[config.mk]
export PLATFORM = sky130hd
export DESIGN_NAME = stage2_conv_ctrl
export DESIGN_NICKNAME = d
export VERILOG_FILES = /design/src/rtl/stage2_ctrl_pkg.sv /design/src/rtl/stage2_ctrl_ofifo.sv /design/src/rtl/stage2_conv_ctrl.sv
export SDC_FILE = /design/constraint.sdc
export NUM_CORES = 1
export LEC_CHECK = 0
export CORE_MARGIN = 8
export CORE_UTILIZATION = 45
export DETAILED_ROUTE_END_ITERATION = 6
export PLACE_DENSITY = 0.68
export SYNTH_ARGS = -nofsm -noshare
export SYNTH_HDL_FRONTEND = slang
export SYNTH_SLANG_ARGS = --single-unit
[constraint.sdc]
create_clock -name clk -period 4.7 [get_ports clk]
set_input_delay 0.705 -clock clk [delete_from_list [all_inputs] [get_ports clk]]
set_output_delay 0.705 -clock clk [all_outputs]
set_load 0.02 [all_outputs]
[src/rtl/stage2_ctrl_pkg.sv]
// Shared definitions for the stage-2 convolution controller.
// Holds the channel/width constants, derived counter widths, the controller
// FSM state encoding and sign-extension helpers for kernel results and biases.
package stage2_ctrl_pkg;

  localparam int unsigned CI          = 3;
  localparam int unsigned CO          = 3;
  localparam int unsigned KACC_BW     = 24;
  localparam int unsigned ACC_BW      = 32;
  localparam int unsigned BIAS_BW     = 16;
  localparam int unsigned NPIX_BW     = 10;
  localparam int unsigned OFIFO_DEPTH = 4;

  localparam int unsigned CI_W    = (CI > 1) ? $clog2(CI) : 1;
  localparam int unsigned CO_W    = (CO > 1) ? $clog2(CO) : 1;
  localparam int unsigned WADDR_W = (CO * CI > 1) ? $clog2(CO * CI) : 1;
  // Occupancy / in-flight counters must be able to hold OFIFO_DEPTH itself.
  localparam int unsigned OCC_W   = $clog2(OFIFO_DEPTH) + 1;

  typedef enum logic [1:0] {StIdle, StRun, StDrain, StDone} state_e;

  function automatic logic signed [ACC_BW-1:0] sext_kacc(input logic signed [KACC_BW-1:0] v);
    return {{(ACC_BW - KACC_BW){v[KACC_BW-1]}}, v};
  endfunction

  function automatic logic signed [ACC_BW-1:0] sext_bias(input logic signed [BIAS_BW-1:0] v);
    return {{(ACC_BW - BIAS_BW){v[BIAS_BW-1]}}, v};
  endfunction

endpackage

[src/rtl/stage2_ctrl_ofifo.sv]
// Small synchronous output FIFO for the stage-2 controller.
// Ports: clk, reset_n (async active-low), push_i/data_i write side,
// pop_i/valid_o/data_o read side (data_o is 0 while empty), count_o occupancy.
module stage2_ctrl_ofifo #(
  parameter int unsigned Width = 34,
  parameter int unsigned Depth = 4
) (
  input  logic                     clk,
  input  logic                     reset_n,
  input  logic                     push_i,
  input  logic [Width-1:0]         data_i,
  input  logic                     pop_i,
  output logic                     valid_o,
  output logic [Width-1:0]         data_o,
  output logic [$clog2(Depth):0]   count_o
);

  localparam int unsigned PtrW = $clog2(Depth);

  logic [Width-1:0]      mem_q [Depth];
  logic [PtrW-1:0]       wr_ptr_q, rd_ptr_q;
  logic [$clog2(Depth):0] count_q;
  logic                  do_pop;

  assign do_pop  = pop_i && (count_q != '0);
  assign valid_o = (count_q != '0);
  assign data_o  = valid_o ? mem_q[rd_ptr_q] : '0;
  assign count_o = count_q;

  always_ff @(posedge clk) begin
    if (push_i) mem_q[wr_ptr_q] <= data_i;
  end

  // Depth is a power of two, so pointers wrap naturally.
  always_ff @(posedge clk or negedge reset_n) begin
    if (!reset_n) begin
      wr_ptr_q <= '0;
      rd_ptr_q <= '0;
      count_q  <= '0;
    end else begin
      if (push_i) wr_ptr_q <= wr_ptr_q + 1'b1;
      if (do_pop) rd_ptr_q <= rd_ptr_q + 1'b1;
      count_q <= count_q + {{PtrW{1'b0}}, push_i} - {{PtrW{1'b0}}, do_pop};
    end
  end

endmodule

[src/rtl/stage2_conv_ctrl.sv]
// Stage-2 5x5 convolution sequencer and channel accumulator.
// Issues windows to the kernel (pixel-major, then co, then ci) with a weight
// address, sums kernel results over CI input channels, adds the per-co bias and
// queues one result per (pixel, co) in an output FIFO. Issue of a group's last
// channel is throttled by FIFO credit so the FIFO can never overflow.
// Ports: clk, reset_n; i_start/i_npix/o_busy/o_done frame control;
// i_win_valid/o_win_ready/o_k_valid/o_w_addr issue side; i_k_valid/i_k_acc
// kernel results; i_bias packed biases; o_ot_valid/i_ot_ready/o_ot_data/o_ot_co
// output stream.
// Build option: define STAGE2_CTRL_RELU_EN to clamp negative results to 0.
module stage2_conv_ctrl
  import stage2_ctrl_pkg::*;
(
  input  logic                      clk,
  input  logic                      reset_n,
  input  logic                      i_start,
  input  logic [NPIX_BW-1:0]        i_npix,
  output logic                      o_busy,
  output logic                      o_done,
  input  logic                      i_win_valid,
  output logic                      o_win_ready,
  output logic                      o_k_valid,
  output logic [WADDR_W-1:0]        o_w_addr,
  input  logic                      i_k_valid,
  input  logic signed [KACC_BW-1:0] i_k_acc,
  input  logic [CO*BIAS_BW-1:0]     i_bias,
  output logic                      o_ot_valid,
  input  logic                      i_ot_ready,
  output logic signed [ACC_BW-1:0]  o_ot_data,
  output logic [CO_W-1:0]           o_ot_co
);

  state_e                    state_q;
  logic [NPIX_BW-1:0]        npix_q, pix_q;
  logic [CI_W-1:0]           ci_q, rx_ci_q;
  logic [CO_W-1:0]           co_q, rx_co_q;
  logic [OCC_W-1:0]          inflight_q, occ;
  logic signed [ACC_BW-1:0]  acc_q, acc_next, result, push_val;
  logic signed [BIAS_BW-1:0] bias_sel;
  logic                      busy_q, done_q;
  logic                      credit_zero, hs, last_win, issue_grp, rx_en, push, pop;
  logic [ACC_BW+CO_W-1:0]    fifo_rdata;

  // Credit = depth - occupancy - groups in flight; only zero matters.
  assign credit_zero = ({1'b0, occ} + {1'b0, inflight_q}) >= (OCC_W + 1)'(OFIFO_DEPTH);
  assign o_win_ready = (state_q == StRun) && !((ci_q == CI_W'(CI - 1)) && credit_zero);
  assign hs          = i_win_valid && o_win_ready;
  assign o_k_valid   = hs;
  assign issue_grp   = hs && (ci_q == CI_W'(CI - 1));
  assign last_win    = (pix_q == npix_q - NPIX_BW'(1)) && (co_q == CO_W'(CO - 1)) &&
                       (ci_q == CI_W'(CI - 1));
  assign o_w_addr    = WADDR_W'(co_q) * WADDR_W'(CI) + WADDR_W'(ci_q);
  assign o_busy      = busy_q;
  assign o_done      = done_q;

  // Frame FSM and issue counters.
  always_ff @(posedge clk or negedge reset_n) begin
    if (!reset_n) begin
      state_q <= StIdle;
      npix_q  <= '0;
      pix_q   <= '0;
      ci_q    <= '0;
      co_q    <= '0;
      busy_q  <= 1'b0;
      done_q  <= 1'b0;
    end else begin
      done_q <= 1'b0;
      unique case (state_q)
        StIdle: begin
          if (i_start) begin
            npix_q <= i_npix;
            pix_q  <= '0;
            ci_q   <= '0;
            co_q   <= '0;
            busy_q <= 1'b1;
            if (i_npix == '0) begin
              state_q <= StDone;
              done_q  <= 1'b1;
            end else begin
              state_q <= StRun;
            end
          end
        end
        StRun: begin
          if (hs) begin
            if (ci_q == CI_W'(CI - 1)) begin
              ci_q <= '0;
              if (co_q == CO_W'(CO - 1)) begin
                co_q  <= '0;
                pix_q <= pix_q + NPIX_BW'(1);
              end else begin
                co_q <= co_q + CO_W'(1);
              end
            end else begin
              ci_q <= ci_q + CI_W'(1);
            end
            if (last_win) state_q <= StDrain;
          end
        end
        StDrain: begin
          if ((inflight_q == '0) && (occ == '0)) begin
            state_q <= StDone;
            done_q  <= 1'b1;
          end
        end
        StDone: begin
          state_q <= StIdle;
          busy_q  <= 1'b0;
        end
        default: state_q <= StIdle;
      endcase
    end
  end

  // Receive side: kernel preserves order, so rx counters track issue order.
  assign rx_en    = i_k_valid && ((state_q == StRun) || (state_q == StDrain));
  assign push     = rx_en && (rx_ci_q == CI_W'(CI - 1));
  assign bias_sel = i_bias[int'(rx_co_q) * BIAS_BW +: BIAS_BW];
  assign acc_next = (rx_ci_q == '0) ? sext_kacc(i_k_acc) : acc_q + sext_kacc(i_k_acc);
  assign result   = acc_next + sext_bias(bias_sel);

`ifdef STAGE2_CTRL_RELU_EN
  assign push_val = result[ACC_BW-1] ? '0 : result;
`else
  assign push_val = result;
`endif

  always_ff @(posedge clk or negedge reset_n) begin
    if (!reset_n) begin
      rx_ci_q    <= '0;
      rx_co_q    <= '0;
      acc_q      <= '0;
      inflight_q <= '0;
    end else begin
      inflight_q <= inflight_q + OCC_W'(issue_grp) - OCC_W'(push);
      if (rx_en) begin
        acc_q <= acc_next;
        if (rx_ci_q == CI_W'(CI - 1)) begin
          rx_ci_q <= '0;
          rx_co_q <= (rx_co_q == CO_W'(CO - 1)) ? '0 : rx_co_q + CO_W'(1);
        end else begin
          rx_ci_q <= rx_ci_q + CI_W'(1);
        end
      end
    end
  end

  assign pop = o_ot_valid && i_ot_ready;

  stage2_ctrl_ofifo #(
    .Width (ACC_BW + CO_W),
    .Depth (OFIFO_DEPTH)
  ) u_ofifo (
    .clk     (clk),
    .reset_n (reset_n),
    .push_i  (push),
    .data_i  ({rx_co_q, push_val}),
    .pop_i   (pop),
    .valid_o (o_ot_valid),
    .data_o  (fifo_rdata),
    .count_o (occ)
  );

  assign o_ot_data = fifo_rdata[ACC_BW-1:0];
  assign o_ot_co   = fifo_rdata[ACC_BW+CO_W-1:ACC_BW];

`ifndef SYNTHESIS
  k_valid_in_frame: assert property (@(posedge clk) disable iff (!reset_n)
    i_k_valid |-> (state_q inside {StRun, StDrain}))
    else $error("kernel result arrived outside RUN/DRAIN");
`endif

endmodule

==> flow_metrics.env <==
export IMPL_gr_total_overflow=0
export IMPL_core_um2=27000
export IMPL_worst_slew_pin_slew_ns=1.01
export IMPL_rsz0062_at_grt="yes"
export IMPL_avgSynthCellArea_um2=11.5
export IMPL_die_w_um=182
export IMPL_post_route_period_util_pct=98.4
export IMPL_dpl_cell_area_um2=15200
export IMPL_status="completed"
export IMPL_cts_htree_levels=1
export IMPL_antenna_found_initial=0
export IMPL_synth_edf_count=136
export IMPL_drc=0
export IMPL_crit_fanout=4
export IMPL_routed_via_density=5.30
export IMPL_die_area_um2=33000
export IMPL_drv_cap=0
export IMPL_vias=9078
export IMPL_ant_nets=0
export IMPL_n_antenna_cell=0
export IMPL_cts_buffer_depth=3
export IMPL_synth_distinct_cells=65
export IMPL_critical_path_class="in -> reg"
export IMPL_finalSetupTns_ns=0
export IMPL_slew_violations=0
export IMPL_hpwl_um=21000
export IMPL_start_kind="input pin"
export IMPL_first_iter_violations=565
export IMPL_clk_pin_slew_ns=0.06
export IMPL_mostFrequentLayoutCells="buf_4 (162), edfxtp_1 (136), clkdlybuf4s50_1 (127)"
export IMPL_die_h_um=182
export IMPL_io_pins=131
export IMPL_clkLatencyLatePin_ns=0.52
export IMPL_crit_chain="clkdlybuf4s50_1 -> ha_4 -> a21o_1 -> a21o_1 -> a211oi_2 -> nor3_2 -> o21bai_2 -> a21oi_2 -> a311o_1 -> a31o_1 -> xnor2_1 -> o21ai_1 -> ha_1 -> nor2b_1 -> o21ai_1 -> nand2b_1 -> a21o_1 -> a21o_1 -> a21o_1 -> a221oi_2 -> nand3_2"
export IMPL_final_area_um2=16300
export IMPL_synth_seq_cells=210
export IMPL_fin_skew_ns=0.0143
export IMPL_final_hold_viol_count=0
export IMPL_syn_num_nets=1247
export IMPL_wirelength_um=29200
export IMPL_detail_route_wl_per_cell_um=17.0
export IMPL_setup_viol=0
export IMPL_grt_max_degree=75
export IMPL_numClockSinks=210
export IMPL_ys_warn_count=0
export IMPL_cts_hold_buf=0
export IMPL_rows=60
export IMPL_nNetsFinal=1534
export IMPL_cp_required_ns=4.95
export IMPL_layout_commonest_cell="buf_4"
export IMPL_period_needed_ns=4.63
export IMPL_fill_cells=2148
export IMPL_initial_core_util_pct=45.8
export IMPL_max_stage_delay_ns=0.51
export IMPL_drive_above_1_share_pct=24.0
export IMPL_netlist_instances=1069
export IMPL_hp_class="in -> async"
export IMPL_numCtsBuffers=24
export IMPL_worstPathArrival_ns=4.87
export IMPL_layout_area_overhead_vs_synth_pct=32.0
export IMPL_grt_use_total_pct=17.3
export IMPL_end_kind="flip-flop"
export IMPL_cpLargestDelayFamily="compound AO/OA/AOI/OAI gates"
export IMPL_drt_first_pass_iters=5
export IMPL_gp_congestion=0.879
export IMPL_cp_num_buf_inv=1
export IMPL_yosysSeqAreaShare_pct=48.1
export IMPL_async_reset_ff_share_pct=35.2
export IMPL_portBuffers=130
export IMPL_clock_root_buffer="clkbuf_16"
export IMPL_cts_tree="done"
export IMPL_synth_flop_cell="edfxtp_1"
export IMPL_grt_pass1_wl_um=46900
export IMPL_grt_pass1_vias=9050
export IMPL_syn_area_um2=12300
export IMPL_whs_ns=0.337
export IMPL_max_slew_margin_pct=32.8
export IMPL_max_freq_mhz=216
export IMPL_cp_common_cell="a21o_1"
export IMPL_cp_slowest_cell="clkdlybuf4s50_1"
## per-layer routing
| layer | track usage (%) | share of wire, % | up-vias |
|---|---|---|---|
| met1 | 23.7 | 47 | 4345 |
| li1 | - | - | 4519 |
| met2 | 28.6 | 47 | 178 |
| met4 | 3.67 | 1.8 | 0 |
| met3 | 2.67 | 4.4 | 36 |
| met5 | 0 | 0 | - |
## worst reg2reg max path, delay by kind of cell (launching register included)
family	cells	cell delay (ns)
AND/OR/NAND/NOR	4	0.45
AO/OA/AOI/OAI	13	2.45
adder cells (fa/ha/maj)	3	0.90
XOR/XNOR	1	0.17
flip-flops	1	0.39
## metrics by stage
stage / setup WS [ns] / utilization, % / std cells
floorplan: 0.00841 / - / 1069
global placement: -0.624 / 56.3 / 1664
detailed placement: -0.688 / 56.3 / 1664
CTS: 0.0323 / 59.6 / 1707
global route: -0.119 / 60.4 / 1714
finish: 0.0743 / 60.4 / 1714
## area by class of cell
class	instances	area [µm²]	area share (%)
Inverter	38	143	0.876
Tap cell	341	427	2.62
Sequential cell	210	5940	36.5
Clock buffer	31	657	4.03
Timing Repair Buffer	294	2560	15.7
Clock inverter	12	155	0.953
Multi-Input combinational cell	788	6410	39.4
## sequential cells by signal, indices dropped and copies added, names as in the netlist
name and flops:
u_ofifo.count_o 3, state_q 2, rx_co_q 2, o_busy 1
pix_q 10, ci_q 2, u_ofifo.wr_ptr_q 2, u_ofifo.mem_q 136
o_done 1, inflight_q 3, acc_q 32, u_ofifo.rd_ptr_q 2
rx_ci_q 2, npix_q 10, co_q 2
## cell usage after synthesis, types with 21 or more instances
library cell  instances  share of area (%)
and2_1               43                2.2
mux2_2               35                3.2
dfrtp_1              74                 15
a21oi_1              57                2.3
clkbuf_1             28               0.85
o21ai_0              39                1.6
nor2_1               69                2.1
nand2_1             107                3.3
edfxtp_1            136                 33
a21o_1               42                2.6
mux4_2               34                6.2
inv_1                38                1.2
ha_1                 84                8.5
xnor2_1              64                4.5
nand3_1              21               0.85
## final timing paths
path	from	end	slack, ns	depth (start not counted)
max reg2reg	acc_q[0]	u_ofifo.mem_q[1][30]	0.08	21
min in group clk	acc_q[3]	acc_q[3]	0.49	2
max in group asynchronous	reset_n	acc_q[6]	3.68	1
max	i_k_acc[2]	u_ofifo.mem_q[1][30]	0.07	21
min	reset_n	u_ofifo.rd_ptr_q[1]	0.34	1
min reg2reg	acc_q[3]	acc_q[3]	0.49	2
## timing repair
item / in CTS / in global routing
pin swaps: 14 / 35
gates resized for setup: 13 / 36
buffers inserted: 0 / 7
setup endpoints to repair: 44 / 56
## cell families (layout without fill, tap and decap cells)
| logic type | after synthesis | in the layout | share of synthesized area, % |
|---|---|---|---|
| buffers and inverters | 71 | 375 | 2.17 |
| AO/OA/AOI/OAI | 219 | 219 | 11.6 |
| adder cells (fa/ha/maj) | 90 | 90 | 9.49 |
| flip-flops | 210 | 210 | 48.1 |
| XOR/XNOR | 84 | 84 | 5.96 |
| multiplexers | 89 | 89 | 11.0 |
| AND/OR/NAND/NOR | 306 | 306 | 11.7 |
Power is left out: the tool's default activity adds up to more than one toggle a clock period on the data nets, which glitch-free logic cannot reach.
